<file path="config.mk">
export PLATFORM = sky130hd
export DESIGN_NAME = regfile_sb
export DESIGN_NICKNAME = d
export VERILOG_FILES = /design/src/rtl/regfile_pkg.sv /design/src/rtl/regfile_scoreboard.sv /design/src/rtl/regfile_sb.sv
export SDC_FILE = /design/constraint.sdc
export NUM_CORES = 1
export LEC_CHECK = 0
export CAP_MARGIN = 15
export CORE_MARGIN = 2
export CORE_UTILIZATION = 60
export DETAILED_ROUTE_END_ITERATION = 12
export PLACE_DENSITY_LB_ADDON = 0.08
export SLEW_MARGIN = 20
export SYNTH_ARGS = -nofsm -noshare
export SYNTH_HDL_FRONTEND = slang
export SYNTH_SLANG_ARGS = --single-unit
</file>
<file path="constraint.sdc">
create_clock -name clk -period 2.24 [get_ports clk]
set_input_delay 0.336 -clock clk [delete_from_list [all_inputs] [get_ports clk]]
set_output_delay 0.336 -clock clk [all_outputs]
set_load 0.005 [all_outputs]
</file>
<file path="src/rtl/regfile_pkg.sv">
// Shared constants and helpers for the scoreboarded register file.
package regfile_pkg;

    // Default data width of the register file.
    localparam int unsigned XLEN_DEFAULT = 16;

    // Architectural index of the register that may be hardwired to zero.
    localparam int unsigned REG_ZERO = 0;

    // Address width for n registers; at least one bit even for tiny files.
    function automatic int unsigned addr_width(input int unsigned n);
        return (n <= 2) ? 1 : $clog2(n);
    endfunction

endpackage

</file>
<file path="src/rtl/regfile_scoreboard.sv">
// Per-register busy bits for in-flight producers.
// Ports:
//   clk, rst_n           clock, asynchronous active-low reset
//   clr_en, clr_addr     legal writeback: clear busy[clr_addr]
//   set_en, set_addr     issue: mark busy[set_addr]
//   flush                clear every busy bit
//   busy_vec             registered busy bits, bit i = register i
// Priority within one edge: flush, then clear, then set (set wins).
module regfile_scoreboard
    import regfile_pkg::*;
#(
    parameter  int unsigned NREGS   = 16,
    parameter  bit          ZERO_R0 = 1'b1,
    localparam int unsigned AW      = addr_width(NREGS)
) (
    input  logic             clk,
    input  logic             rst_n,
    input  logic             clr_en,
    input  logic [AW-1:0]    clr_addr,
    input  logic             set_en,
    input  logic [AW-1:0]    set_addr,
    input  logic             flush,
    output logic [NREGS-1:0] busy_vec
);

    logic [NREGS-1:0] r_busy;
    logic [NREGS-1:0] w_busy_nxt;
    logic             w_set_ok;
    logic             w_clr_ok;

    // Out-of-range addresses and r0 (when hardwired) never change state.
    assign w_set_ok = set_en && (32'(set_addr) < NREGS)
                      && !(ZERO_R0 && (set_addr == AW'(REG_ZERO)));
    assign w_clr_ok = clr_en && (32'(clr_addr) < NREGS);

    // Next busy state: flush, then clear, then set so a new producer wins.
    always_comb begin
        w_busy_nxt = r_busy;
        if (flush) begin
            w_busy_nxt = '0;
        end
        if (w_clr_ok) begin
            w_busy_nxt[clr_addr] = 1'b0;
        end
        if (w_set_ok) begin
            w_busy_nxt[set_addr] = 1'b1;
        end
    end

    // Busy state register.
    always_ff @(posedge clk or negedge rst_n) begin
        if (!rst_n) begin
            r_busy <= '0;
        end else begin
            r_busy <= w_busy_nxt;
        end
    end

    assign busy_vec = r_busy;

endmodule

</file>
<file path="src/rtl/regfile_sb.sv">
// Parametrised register file with scoreboard and write-to-read bypass.
// Ports:
//   clk, rst_n           clock, asynchronous active-low reset
//   ra1/ra2              read addresses; rd1/rd2 combinational read data
//   rbusy1/rbusy2        pending-producer flag for ra1/ra2
//   we3, wa3, wd3        writeback port; a legal write also clears busy
//   sb_set, sb_addr      issue: mark destination busy
//   sb_flush             clear every busy bit
//   busy_vec             registered busy bits
module regfile_sb
    import regfile_pkg::*;
#(
    parameter  int unsigned XLEN    = XLEN_DEFAULT,
    parameter  int unsigned NREGS   = 16,
    parameter  bit          ZERO_R0 = 1'b1,
    parameter  bit          BYPASS  = 1'b1,
    localparam int unsigned AW      = addr_width(NREGS)
) (
    input  logic             clk,
    input  logic             rst_n,
    input  logic [AW-1:0]    ra1,
    input  logic [AW-1:0]    ra2,
    output logic [XLEN-1:0]  rd1,
    output logic [XLEN-1:0]  rd2,
    output logic             rbusy1,
    output logic             rbusy2,
    input  logic             we3,
    input  logic [AW-1:0]    wa3,
    input  logic [XLEN-1:0]  wd3,
    input  logic             sb_set,
    input  logic [AW-1:0]    sb_addr,
    input  logic             sb_flush,
    output logic [NREGS-1:0] busy_vec
);

    typedef logic [AW-1:0] reg_addr_t;

    logic [XLEN-1:0]  r_regs [NREGS];
    logic             w_wr_legal;
    logic [NREGS-1:0] w_busy;
    reg_addr_t        w_ra    [2];
    logic [XLEN-1:0]  w_rd    [2];
    logic             w_rbusy [2];

    assign w_wr_legal = we3 && (32'(wa3) < NREGS)
                        && !(ZERO_R0 && (wa3 == reg_addr_t'(REG_ZERO)));

    // Data array; r0 is never written when hardwired to zero.
    always_ff @(posedge clk or negedge rst_n) begin
        if (!rst_n) begin
            for (int i = 0; i < int'(NREGS); i++) begin
                r_regs[i] <= '0;
            end
        end else if (w_wr_legal) begin
            r_regs[wa3] <= wd3;
        end
    end

    regfile_scoreboard #(
        .NREGS   (NREGS),
        .ZERO_R0 (ZERO_R0)
    ) u_sb (
        .clk      (clk),
        .rst_n    (rst_n),
        .clr_en   (w_wr_legal),
        .clr_addr (wa3),
        .set_en   (sb_set),
        .set_addr (sb_addr),
        .flush    (sb_flush),
        .busy_vec (w_busy)
    );

    assign busy_vec = w_busy;
    assign w_ra[0]  = ra1;
    assign w_ra[1]  = ra2;

    // Read muxes: zero for r0/out-of-range, bypassed write, else array.
    always_comb begin
        for (int p = 0; p < 2; p++) begin
            w_rd[p]    = '0;
            w_rbusy[p] = 1'b0;
            if ((32'(w_ra[p]) < NREGS)
                && !(ZERO_R0 && (w_ra[p] == reg_addr_t'(REG_ZERO)))) begin
                if (BYPASS && w_wr_legal && (wa3 == w_ra[p])) begin
                    // Retiring producer: forward its data, no longer busy.
                    w_rd[p] = wd3;
                end else begin
                    w_rd[p]    = r_regs[w_ra[p]];
                    w_rbusy[p] = w_busy[w_ra[p]];
                end
            end
        end
    end

    assign rd1    = w_rd[0];
    assign rd2    = w_rd[1];
    assign rbusy1 = w_rbusy[0];
    assign rbusy2 = w_rbusy[1];

endmodule

</file>
# Yosys cells after proc, flatten, opt, wreduce, memory -nomap -nowiden
# Cells that the tools add are included.
word_totals:
  out_inout_bits: 50
  reg_bits: 272
  input_bits: 37
  rom_bits: 0
  n_memories: 0
  ramBits: 0
  latchBits: 0
  elab_cells: 76
classes:
  n_eq_ne: 2
  div_mod_pow: 0
  n_mux: 28
  bitwise_logic: 6
  n_mul: 0
  n_shift: 0
  n_addsub: 0
  magnitude_cmp: 10
  reduce_logical: 13
ops:
  columns: ["operator", "count"]
  rows:
  - ["$bwmux 256", 1]
  - ["$mux 16", 12]
  - ["$bmux 16 s4", 2]
  - ["$demux 16 s4", 1]
  - ["$lt 4x5->1 const B", 4]
  - ["$and 16x16->16", 1]
  - ["$logic_not 4->1", 4]
  - ["$not 16->16", 1]
  - ["$or 16x16->16", 1]
  - ["$ge 5x5->1 const B", 3]
  - ["$not 4->5", 3]
  - ["$bmux 1 s4", 2]
  - ["$demux 1 s4", 2]
  - ["$eq 4x4->1", 2]
  - ["$ge 4x1->1 const B", 2]
  - ["$mux 1", 8]
  - ["$logic_and 1x1->1", 7]
  - ["$lt 5x1->1 const B", 1]
  - ["$logic_not 1->1", 2]

# Longest topological paths before layout
logic_depth:
  depth_word: 9
  depth_mapped: 7
  depth_no_buf: 4

# Hierarchy
# A second synthesis with hierarchy kept.
hier_totals:
  hier_cells: 1149
  hier_area_um2: 15259.6
by_module_without_submodules:
  columns: ["mod", "seq_area_each_um2", "instances", "cells_per_inst", "area_per_inst_um2"]
  rows:
  - ["regfile_sb", 6406.1, 1, 1085, 14550.2]
  - ["regfile_scoreboard", 400.4, 1, 64, 709.4]

# Worst setup path after synthesis
# OpenSTA, ideal clock, no wires.
synth_timing:
  path_kind: "input to output"
  from: "input ra1[0]"
  to: "output rd1[10]"
  required_ps: 1904
  path_slack_ps: 197
  arrival_ps: 1707
  n_path_buf: 2
  stages: 6
  cell_sequence: "buf_2 > buf_2 > mux4_2 > a22oi_1 > nand2_1 > a22o_1"
synth_between:
  elab_chain_len: 6
  word_cells_on_any_way: 9
  classes_between: "1 x eq/ne; 5 x mux; 1 x bitwise; 2 x reduce/logical"
synth_lines:
  columns: ["element", "line_no", "text"]
  rows:
  - ["from (decl)", "regfile_sb.sv:21", "input logic [AW-1:0] ra1,"]
  - ["$not 4->5 (implied by the code)", "regfile_sb.sv:88", "w_rd[p] = r_regs[w_ra[p]];"]
  - ["$bmux 16 s4", "regfile_sb.sv:88", null]
  - ["$mux 16 (implied by the code) (2 in a row)", "regfile_sb.sv:88", null]
  - ["$mux 16", "regfile_sb.sv:84", "if (BYPASS && w_wr_legal && (wa3 == w_ra[p])) begin"]
  - ["$mux 16 (*)", "regfile_sb.sv:82", "if ((32'(w_ra[p]) < NREGS)"]
  - ["to (decl)", "regfile_sb.sv:23", "output logic [XLEN-1:0] rd1,"]
# Every way passes the cells marked *; elsewhere a longest branch is shown, timed or not. The select of a mux whose other input is x is not followed.

# Worst setup path in the final report
layout_timing:
  from: "register r_regs[121] (netlist bit)"
  to: "output rd1[9]"
layout_between:
  elab_chain_len: 5
layout_lines:
  columns: ["element", "line_no", "text"]
  rows:
  - ["from (decl)", "regfile_sb.sv:38", "logic [XLEN-1:0] r_regs [NREGS];"]
  - ["from (signal, indexed assignment)", "regfile_sb.sv:55", "r_regs[wa3] <= wd3;"]
  - ["$bmux 16 s4", "regfile_sb.sv:88", null]
  - ["$mux 16 (implied by the code) (2 in a row)", "regfile_sb.sv:88", null]
  - ["$mux 16", "regfile_sb.sv:84", null]
  - ["$mux 16", "regfile_sb.sv:82", null]
# Every way passes these cells. The select of a mux whose other input is x is not followed.

==> flow_summary.yaml <==
synthesis:
  yosys.cell_types.count: 40
  synth_fp_nets: 1027
  async_reset_ff_share_pct: 100
  ys.warnings.count: 0
  synth.cell_area_um2: 14900
  post_synth_edffs: 0
  ys_seq_area_share_pct: 45.7
  yosys_register_bits: 272
  synth_ff_type: "sky130_fd_sc_hd__dfrtp_1"
  syn_avg_cell_area_um2: 15.0
  synthesis.instances: 990
setup_path:
  critical-path-slowest-cell: "sky130_fd_sc_hd__mux4_2"
  minimum_setup_slack_among_reg_to_reg_paths_ps: 1230
  worst_ep_arrival_ps: 2220
  cp-startpoint: "r_regs[121]"
  cp-end-kind: "output port"
  crit_path_end: "rd1[9]"
  setup.worst_path.class: "reg -> out"
  crit_required_ps: 1900
  worst_reg2reg_path_depth: 3
  critPathTopFamily: "multiplexers"
  timing.critical_path.from_type: "flop"
  maximum_fanout_along_the_worst_path: 2
  crit_chain: "buf_6, mux4_2, a22oi_2, nand2_1, a22o_1, buf_2"
  cp.depth: 6
  crit_buf_inv: 2
  timing.rr.end: "r_regs[228]"
  cp_slowest_stage_delay_ps: 460
  r2r_start: "r_regs[228]"
power:
  swShare_pct: 27.6
  switching_power_mw: 4.42
  cellInternalPower_mw: 11.6
  logic_gate_share_of_total_power_pct: 27.7
  power_share_of_the_sequential_group_pct: 42.0
  power-per-cell-area_nw_per_um2: 838
  static-leakage-power_nw: 8.31
  report.power.total_mw: 16.0
  ir_drop_mv: 0.836
  pwr-share-clk_pct: 30.3
timing:
  worst_slack_ps: -313
  fin_tns_setup_ps: -7100
  max_clock_freq_mhz: 392
  final.hold.worst_slack_ps: 311
  hold_viol: 0
  clock_skew_ps: 0
  setup-violations-final: 34
  period_utilization_post_route_pct: 114
  slew_headroom_pct: 61.8
  rsz0062_at_grt: "yes"
  drv_slew: 0
  tightest_slew_ps: 571
  period_needed_ps: 2550
placement:
  dp_cells: 1467
  globalplace.congestion: 0.925
  post-dp-hpwl_mm: 29.8
  portBuffers: 86
  placed_cell_area_um2: 17300
  placement.setup.worst_slack_ps: -727
clocking:
  clk-insertion-delay-late_ps: 560
  cts.path.max_buffers: 3
  cts_buffers: 29
  clk_transition_reported_paths_ps: 60
  h-tree-depth: 1
  cts-root-buf: "sky130_fd_sc_hd__clkbuf_16"
  cts.sink_count: 272
  tritoncts_clock_tree: "built"
global_routing:
  maximum_number_of_pins_on_one_net_before_global_route_repair: 60
  wire_length_of_the_first_global_routing_pass_mm: 68.0
  first_global_vias: 11120
  track_usage_pct: 35.1
  globalRoute.totalOverflow: 0
  antenna_found_initial: 0
routing:
  via_count: 10501
  detailedRoute.firstPassIterationCount: 5
  detail_route.iter0.violations: 898
  detail_route.vias_per_cell: 6.66
  drt-total-wl_mm: 44.4
  drc: 0
  routedWlPerCell_um: 28.2
  antenna_violating_nets_post_route: 0
floorplanning:
  core.rowCount: 57
  die_y_um: 161
  fp.dieW_um: 161
  boundaryPins: 87
  dieArea_um2: 26100
  core_um2: 24300
  start_util_pct: 61.2
final_layout:
  post_route_cells_drive_above_1_share_pct: 63.9
  fin_nets: 1269
  layout.cells.non_filler: 1577
  final_util_pct: 78.5
  flow.area_growth_from_synthesis_pct: 28.3
  diodes: 0
  fin_area_um2: 19100
hold_path:
  holdCritPathClass: "in -> async"
status:
  violations_in_the_final_reports: "negative setup slack"
  run_status: "complete, but fails checks"
job:
  max_cap_viol_count: 0
## metal layers
layer	global-route usage (%)	part of all wire, %	vias to the layer above
li1	-	-	4329
met5	0	0	-
met2	57.9	49	484
met4	13.1	4.7	0
met1	47.4	39	5548
met3	6.19	7.4	140
## cells in the mapped netlist (all sizes together), types with 2 or more instances
| library cell | number | area share, % |
|---|---|---|
| nand2b | 6 | 0.25 |
| o32ai | 10 | 0.59 |
| a22oi | 60 | 3.1 |
| mux2 | 241 | 19 |
| or3 | 3 | 0.13 |
| clkbuf | 52 | 1.3 |
| dfrtp | 272 | 46 |
| nor2 | 15 | 0.53 |
| nand2 | 37 | 0.93 |
| o21ai | 5 | 0.17 |
| mux4 | 136 | 21 |
| buf | 59 | 2.8 |
| nor2b | 8 | 0.34 |
| nand3b | 9 | 0.62 |
| a22o | 32 | 1.9 |
| and2 | 2 | 0.084 |
| mux2i | 2 | 0.13 |
| xnor2 | 8 | 0.47 |
| nand3 | 12 | 0.44 |
| inv | 10 | 0.25 |
## cells by family after synthesis
family          count (synthesis)  synth area share [%]
compound gates                113                  6.20
xor+xnor                        8                 0.471
buf+inv                       121                  4.41
flops                         272                  45.7
mux                           379                  39.6
simple gates                   97                  3.56
## cell type report
class	count	area, um2
Clock buffer	41	851
Clock inverter	11	109
Fill cell	1428	5220
Inverter	10	37.5
Multi-Input combinational cell	597	7830
Sequential cell	272	6810
Tap cell	324	405
Timing Repair Buffer	322	3050
## state kept, by name, indices dropped and copies added (netlist names)
register,flops
r_regs,256
u_sb.busy_vec,16
## layout by cell type (no fill, tap or decap), drive strengths merged, types with 3 or more instances in the layout
cell           Yosys  routed
or3                3       3
mux4             136     136
dfrtp            272     272
clkdlybuf4s50      0      40
clkinv             0       8
xnor2              8       8
nor2              15      15
dlygate4sd2        0       7
a22oi             60      60
o32ai             10      10
nor2b              8       8
nand3             12      12
buf               59     274
nand2             37      37
nand2b             6       6
mux2             241     241
clkbuf            52      41
nand3b             9       9
o21ai              5       5
a22o              32      32
inv               10      11
## timing repair
item,in CTS,in global routing
setup endpoints to repair,34,34
pin swaps,100,17
gates resized for setup,246,18
endpoints found under the hold margin,51,0
setup buffers,55,3
hold buffers,1,0
## power groups by stage
stage	Sequential (mW)	Clock [mW]	Combinational [mW]
global route	6.82	5.09	4.70
global placement	6.70	0	3.81
CTS	6.66	4.90	4.37
floorplan	6.48	0	2.62
finish	6.72	4.85	4.44
detailed placement	6.76	0	3.91
## how the worst min path moves through the flow
stage / slack, ps / depth (start not counted) / from / end
after floorplan: 40 / 0 / rst_n / r_regs[0]
after global placement: 300 / 1 / rst_n / r_regs[238]
after detailed placement: 310 / 1 / rst_n / r_regs[231]
after CTS: 320 / 2 / rst_n / r_regs[246]
after global routing: 340 / 2 / rst_n / r_regs[238]
final: 310 / 2 / rst_n / r_regs[231]
(Power assumes the default switching activity.)
